[src/rtl/hs_skid_buffer_if.sv]
// Valid/ready/data handshake bundle. The producer side uses the master modport
// and the consumer side uses the slave modport.
interface hs_skid_buffer_if #(
  parameter int DATA_W = 8
);
  logic              valid;
  logic              ready;
  logic [DATA_W-1:0] data;

  modport master (output valid, output data, input ready);
  modport slave  (input valid, input data, output ready);
endinterface

[src/rtl/hs_skid_buffer.sv]
// Two-entry valid/ready skid buffer. Every output is decoded from flops.
// Define HS_BEAT_CNT_EN to compile in the beat_cnt port and its wrapping counter.
module hs_skid_buffer #(
  parameter int DATA_W = 8
`ifdef HS_BEAT_CNT_EN
  ,
  parameter int CNT_W  = 3
`endif
) (
  input  logic             sys_clk,
  input  logic             sys_rst,
  hs_skid_buffer_if.slave  s_if,
  hs_skid_buffer_if.master m_if,
`ifdef HS_BEAT_CNT_EN
  output logic [CNT_W-1:0] beat_cnt,
`endif
  output logic [1:0]       occupancy
);

  typedef enum logic [1:0] {
    EMPTY = 2'd0,
    ONE   = 2'd1,
    FULL  = 2'd2
  } state_e;

  state_e            state_q, state_d;
  logic [DATA_W-1:0] main_q, main_d;
  logic [DATA_W-1:0] skid_q, skid_d;
  logic              s_fire, m_fire;

  // Reset gates s_ready so that no beat is taken while the buffer is being cleared.
  assign s_if.ready  = ~sys_rst & (state_q != FULL);
  assign m_if.valid  = (state_q != EMPTY);
  assign m_if.data   = main_q;
  assign occupancy   = state_q;

  assign s_fire = s_if.valid & s_if.ready;
  assign m_fire = m_if.valid & m_if.ready;

  always_comb begin
    state_d = state_q;
    main_d  = main_q;
    skid_d  = skid_q;
    unique case (state_q)
      EMPTY: begin
        if (s_fire) begin
          main_d  = s_if.data;
          state_d = ONE;
        end
      end
      ONE: begin
        // A simultaneous accept and release replaces main in place, with no bubble.
        unique case ({s_fire, m_fire})
          2'b10: begin
            skid_d  = s_if.data;
            state_d = FULL;
          end
          2'b01:   state_d = EMPTY;
          2'b11:   main_d  = s_if.data;
          default: state_d = ONE;
        endcase
      end
      FULL: begin
        if (m_fire) begin
          main_d  = skid_q;
          state_d = ONE;
        end
      end
      default: state_d = EMPTY;
    endcase
  end

  always_ff @(posedge sys_clk) begin
    if (sys_rst) begin
      state_q <= EMPTY;
      main_q  <= '0;
      skid_q  <= '0;
    end else begin
      state_q <= state_d;
      main_q  <= main_d;
      skid_q  <= skid_d;
    end
  end

`ifdef HS_BEAT_CNT_EN
  logic [CNT_W-1:0] beat_cnt_q, beat_cnt_d;

  always_comb begin
    beat_cnt_d = beat_cnt_q + CNT_W'(m_fire);
  end

  always_ff @(posedge sys_clk) begin
    if (sys_rst) begin
      beat_cnt_q <= '0;
    end else begin
      beat_cnt_q <= beat_cnt_d;
    end
  end

  assign beat_cnt = beat_cnt_q;
`endif

endmodule

[src/flat_wrapper.sv]
// flat-port wrapper written by rule: the top's interface ports become plain ports
module hs_skid_buffer_flat 
#(
  parameter int DATA_W = 8

)
  (sys_clk, sys_rst, occupancy, s_if_valid, s_if_data, s_if_ready, m_if_valid, m_if_data, m_if_ready);
  hs_skid_buffer_if #(.DATA_W(DATA_W)) s_if_i ();
  hs_skid_buffer_if #(.DATA_W(DATA_W)) m_if_i ();
  input  logic sys_clk;
  input  logic sys_rst;
  output logic [1:0] occupancy;
  input wire logic [$bits(s_if_i.valid)-1:0] s_if_valid;
  input wire logic [$bits(s_if_i.data)-1:0] s_if_data;
  output wire logic [$bits(s_if_i.ready)-1:0] s_if_ready;
  output wire logic [$bits(m_if_i.valid)-1:0] m_if_valid;
  output wire logic [$bits(m_if_i.data)-1:0] m_if_data;
  input wire logic [$bits(m_if_i.ready)-1:0] m_if_ready;
  assign s_if_i.valid = s_if_valid;
  assign s_if_i.data = s_if_data;
  assign s_if_ready = s_if_i.ready;
  assign m_if_valid = m_if_i.valid;
  assign m_if_data = m_if_i.data;
  assign m_if_i.ready = m_if_ready;
  hs_skid_buffer #(.DATA_W(DATA_W)) u_core (.sys_clk(sys_clk), .sys_rst(sys_rst), .s_if(s_if_i), .m_if(m_if_i), .occupancy(occupancy));
endmodule
[config.mk]
export PLATFORM = sky130hd
export DESIGN_NAME = hs_skid_buffer_flat
export DESIGN_NICKNAME = d
export VERILOG_FILES = /design/src/rtl/hs_skid_buffer_if.sv /design/src/rtl/hs_skid_buffer.sv /design/src/flat_wrapper.sv
export SDC_FILE = /design/constraint.sdc
export NUM_CORES = 1
export LEC_CHECK = 0
export ABC_AREA = 1
export BUFFER_PORTS_ARGS = -buffer_cell sky130_fd_sc_hd__buf_2
export CAP_MARGIN = 20
export CORE_MARGIN = 3
export CORE_UTILIZATION = 50
export CTS_BUF_LIST = sky130_fd_sc_hd__clkbuf_4 sky130_fd_sc_hd__clkbuf_8 sky130_fd_sc_hd__clkbuf_16
export CTS_CLUSTER_DIAMETER = 150
export DETAILED_ROUTE_END_ITERATION = 8
export GPL_TIMING_DRIVEN = 0
export MAX_ROUTING_LAYER = met4
export PLACE_DENSITY = 0.76
export SKIP_CTS_REPAIR_TIMING = 1
export SLEW_MARGIN = 40
export SYNTH_ARGS = -nofsm -noshare
export SYNTH_HDL_FRONTEND = slang
export SYNTH_SLANG_ARGS = --single-unit
[constraint.sdc]
create_clock -name sys_clk -period 2.1 [get_ports sys_clk]
set_input_delay 0.315 -clock sys_clk [delete_from_list [all_inputs] [get_ports sys_clk]]
set_output_delay 0.315 -clock sys_clk [all_outputs]
set_load 0.005 [all_outputs]
* Word-level counts from Yosys, hierarchy flattened *
Cells that the tools add are included.

operators by class
  eq/ne operators = 10
  mux-type cells = 8
  bitwise gates (word level) = 4
  reduce and logical (&&, ||, !) cells = 6

operator list
  operator                                                         number
  8-bit two-way mux                                                3
  8-bit one-hot mux with 3 select lines                            1
  2-bit one-hot mux with 3 select lines                            2
  2-bit == test, second input constant                             3
  2-bit != test, second input constant                             3
  2-bit by 1-bit == test with 1-bit output, second input constant  2
  2-bit two-way mux                                                2
  2-bit by 1-bit != test with 1-bit output, second input constant  2
  4-bit AND reduction                                              1
  1-bit AND                                                        3
  3-bit AND reduction                                              1
  3-bit nonzero test                                               1
  2-bit logical NOT                                                1
  2-bit AND reduction                                              1
  2-bit nonzero test                                               1
  1-bit inverter                                                   1

storage, ports and cells
  bits in registers = 18
  input port bits = 12
  output and inout port bits = 12
  logic and storage cells = 31

* Logic depth before layout (Yosys ltp) *
  word-level depth = 6
  gate-level depth with buffers = 12
  depth with buffers taken out = 11

* Least setup slack after synthesis *
OpenSTA, ideal clock, no wires.

  path kind = register -> register
  start = register u_core.state_q[0] (netlist: u_core.occupancy[0])
  end = register u_core.skid_q[5]
  setup time = 119 ps
  arrival = 1,417 ps
  data required time = 1,981 ps
  setup slack = 564 ps
  stages on the path, launching flop included = 10
  buffers on the path = 1
  period minus slack after synthesis = 1,536 ps
  path through = dfxtp_1 -> inv_2 -> nand2_4 -> nand3_4 -> inv_1 -> ha_1 -> nand3_1 -> buf_2 -> o21ai_0 -> a21oi_1

between the ends
  longest elaborated chain between the ends = 5
  elaborated cells on any way between the ends = 8
  those cells by class = eq/ne (3); bitwise (3); reduce/logical (2)

ends and longest elaborated chain
  element                                   line                  RTL
  start: declaration                        hs_skid_buffer.sv:26  state_e state_q, state_d;
  start signal: assignment                  hs_skid_buffer.sv:79  state_q <= state_d;
  2-bit != test                             hs_skid_buffer.sv:32  assign s_if.ready = ~sys_rst & (state_q != FULL);
  1-bit AND                                 hs_skid_buffer.sv:32
  1-bit AND                                 hs_skid_buffer.sv:37  assign s_fire = s_if.valid & s_if.ready;
  2-bit == test                             hs_skid_buffer.sv:53  unique case ({s_fire, m_fire})
  2-bit AND reduction (no source line) (*)  --
  end signal: assignment                    hs_skid_buffer.sv:81  skid_q <= skid_d;
  end: declaration                          hs_skid_buffer.sv:28  logic [DATA_W-1:0] skid_q, skid_d;

Every way passes the cells marked *; elsewhere a longest branch is shown, timed or not.
A chain may end at the register's enable or synchronous reset.

* Final worst setup path *
  start = register u_core.state_q[1] (netlist: u_core.occupancy[1])
  end = register u_core.skid_q[6]

Same word-level chain as after synthesis.

==> impl_metrics.json <==
{
  "clockBufferDepth": 2,
  "path_max_fanout": 10,
  "finalNetCount": 172,
  "ctsRootBufferMaster": "clkbuf_4",
  "finalSetupTns_ps": 0,
  "top_layer": "met4",
  "vias_per_cell": 4.60,
  "synth_nets": 144,
  "initial_core_util": 0.566,
  "clkLatencyLatePin_ps": 300,
  "drt_iter0_markers": 20,
  "gr-usage-all-layers": 0.182,
  "crit_buf_inv": 2,
  "drive_gt1_frac": 0.261,
  "areaGrowthSynthToFinish_pct": 20.2,
  "setup_viol": 0,
  "synth.avg_cell_area_um2": 6.94,
  "num_antenna_cells": 0,
  "post_drt_wl_per_cell_um": 10.3,
  "ys_seq_area_frac": 0.399,
  "wl_met2_um": 824,
  "finalMaxSlewViolations": 0,
  "yosys.area.top_type": "dfxtp_1",
  "status": "complete, no violations",
  "p_leak_nw": 0.556,
  "fp-row-count": 14,
  "synthCells": 130,
  "relSlewSlack": 0.803,
  "die_area_um2": 2350,
  "layout_common_cells": "buf_2 (25), nand2_1 (25), inv_1 (22), nor2_1 (21), dfxtp_1 (17)",
  "ir_worst_vdd_uv": 416,
  "crit_path_frequent_cell": "nor2_1",
  "cts-htree-levels": 1,
  "die_w_um": 48.5,
  "drc_errors": 0,
  "endpoint_kind": "flop",
  "ant_nets": 0,
  "grt_pass1_vias": 722,
  "p_per_area_nw_per_um2": 699,
  "wl_met1_um": 941,
  "cp_slowest_cell": "dfxtp_1",
  "totalWireLength_um": 1860,
  "ys_ff_latch": 18,
  "syn_area_um2": 902,
  "hpwl_um": 1360,
  "final_util": 0.681,
  "vias": 832,
  "synth.top_cell.area_share": 0.399,
  "timing.final.crit_period_ps": 1810,
  "r2r_slack_ps": 290,
  "core_um2": 1590,
  "io_pins": 24,
  "wl_met3_um": 68,
  "cts.sinks": 18,
  "critPathTopFamily": "simple AND/OR/NAND/NOR gates",
  "grt_pass1_wl_um": 3250,
  "synth_cell_types": 17,
  "cp.arrival_ps": 1990,
  "yosys_warnings": 0,
  "cts_tree": "done",
  "dp.cells": 177,
  "rsz0062_at_grt": "false",
  "io_buffers": 23,
  "grt_max_degree": 11,
  "cp.required_ps": 2290,
  "cts_made_buffers": 3,
  "fin_crit_sh": 0.860,
  "grt_overflow": 0,
  "ys_top_cells_by_area": "dfxtp_1 (40%), nand2_1 (10%), inv_1 (9.2%)",
  "hold_violations": 0,
  "antenna_found_initial": 0,
  "final_cells": 181,
  "path_clk_slew_ps": 110,
  "path_class": "reg2reg",
  "fin_worst_skew_ps": 8.18,
  "worst_slew_pin_slew_ps": 294,
  "drt_pass1_iterations": 4,
  "start_kind": "flop",
  "cpPeakStageDelay_ps": 380,
  "critical_path.cell_chain": "nor2_1 -> nor2_1 -> inv_1 -> ha_1 -> nand3_1 -> buf_2 -> o21ai_0 -> a21oi_1",
  "cap_violations": 0,
  "die_y_um": 48.5,
  "gp_congestion": 0.834,
  "worstHoldPathType": "in2reg",
  "fmax_mhz": 554
}
## through the flow
stage          setup slack [ps]  cell area (um2)  hold WS [ps]  total power [mW]
2_1_floorplan               564              902           384             0.495
3_3_place_gp                339             1050           431             0.544
3_5_place_dp                268             1050           441             0.550
4_1_cts                     257             1080           211             0.764
5_1_grt                    86.4             1080           207             0.807
6_report                    294             1080           211             0.758
## power by group
part           internal, mW  switching (mW)  total (mW)  leakage (nW)
logic                0.0683          0.0913       0.160         0.388
clock network         0.106           0.110       0.216        0.0210
registers             0.369          0.0137       0.383         0.148
total                 0.543           0.215       0.758         0.556
## sequential cells by signal (all words and copies together), names as in the netlist
name / cells
u_core.m_if.data: 8
u_core.skid_q: 8
u_core.occupancy: 2
## per-layer routing
layer,global-route usage,vias to the layer above
met3,0.0368,4
met2,0.261,18
met1,0.250,357
met4,0.0711,0
li1,-,453
met5,-,-
## final timing paths
path                               startpoint                          endpoint  depth (start not counted)
max          u_core.occupancy[1]$_SDFFE_PP0P_     u_core.skid_q[6]$_SDFFE_PP0P_                          8
min                                   sys_rst  u_core.occupancy[0]$_SDFFE_PP0P_                          2
max reg2reg  u_core.occupancy[1]$_SDFFE_PP0P_     u_core.skid_q[6]$_SDFFE_PP0P_                          8
min reg2reg     u_core.skid_q[7]$_SDFFE_PP0P_     u_core.skid_q[7]$_SDFFE_PP0P_                          2
## logic make-up after synthesis
family / Yosys count / synth area share
compound gates: 26 / 0.147
fa+ha+maj: 2 / 0.0277
buf+inv: 28 / 0.132
flops: 18 / 0.399
simple gates: 56 / 0.294
## worst reg2reg max path: cells and delay by family, from the launching register on
kind	cells	cell delay, ps
flops	1	380
fa+ha+maj	1	170
compound gates	2	240
simple gates	3	590
buf+inv	2	320
## cell type report
class                   count  area, um2
fillers                   151        509
multi-input cells          84        423
flip-flops and latches     18        362
repair buffers             23        115
inverters                  24       90.1
clock buffers               4       36.3
well taps                  24       30.0
plain buffers               4       28.8
## cell usage after synthesis, drive strengths merged
library cell  instances
inv                  24
a21oi                 9
a211oi                1
nand3                 4
nand4                 1
buf                   4
nand2                30
dfxtp                18
nor2                 21
o21ai                16
ha                    2
Note: power is estimated with default switching activity, not from simulation.
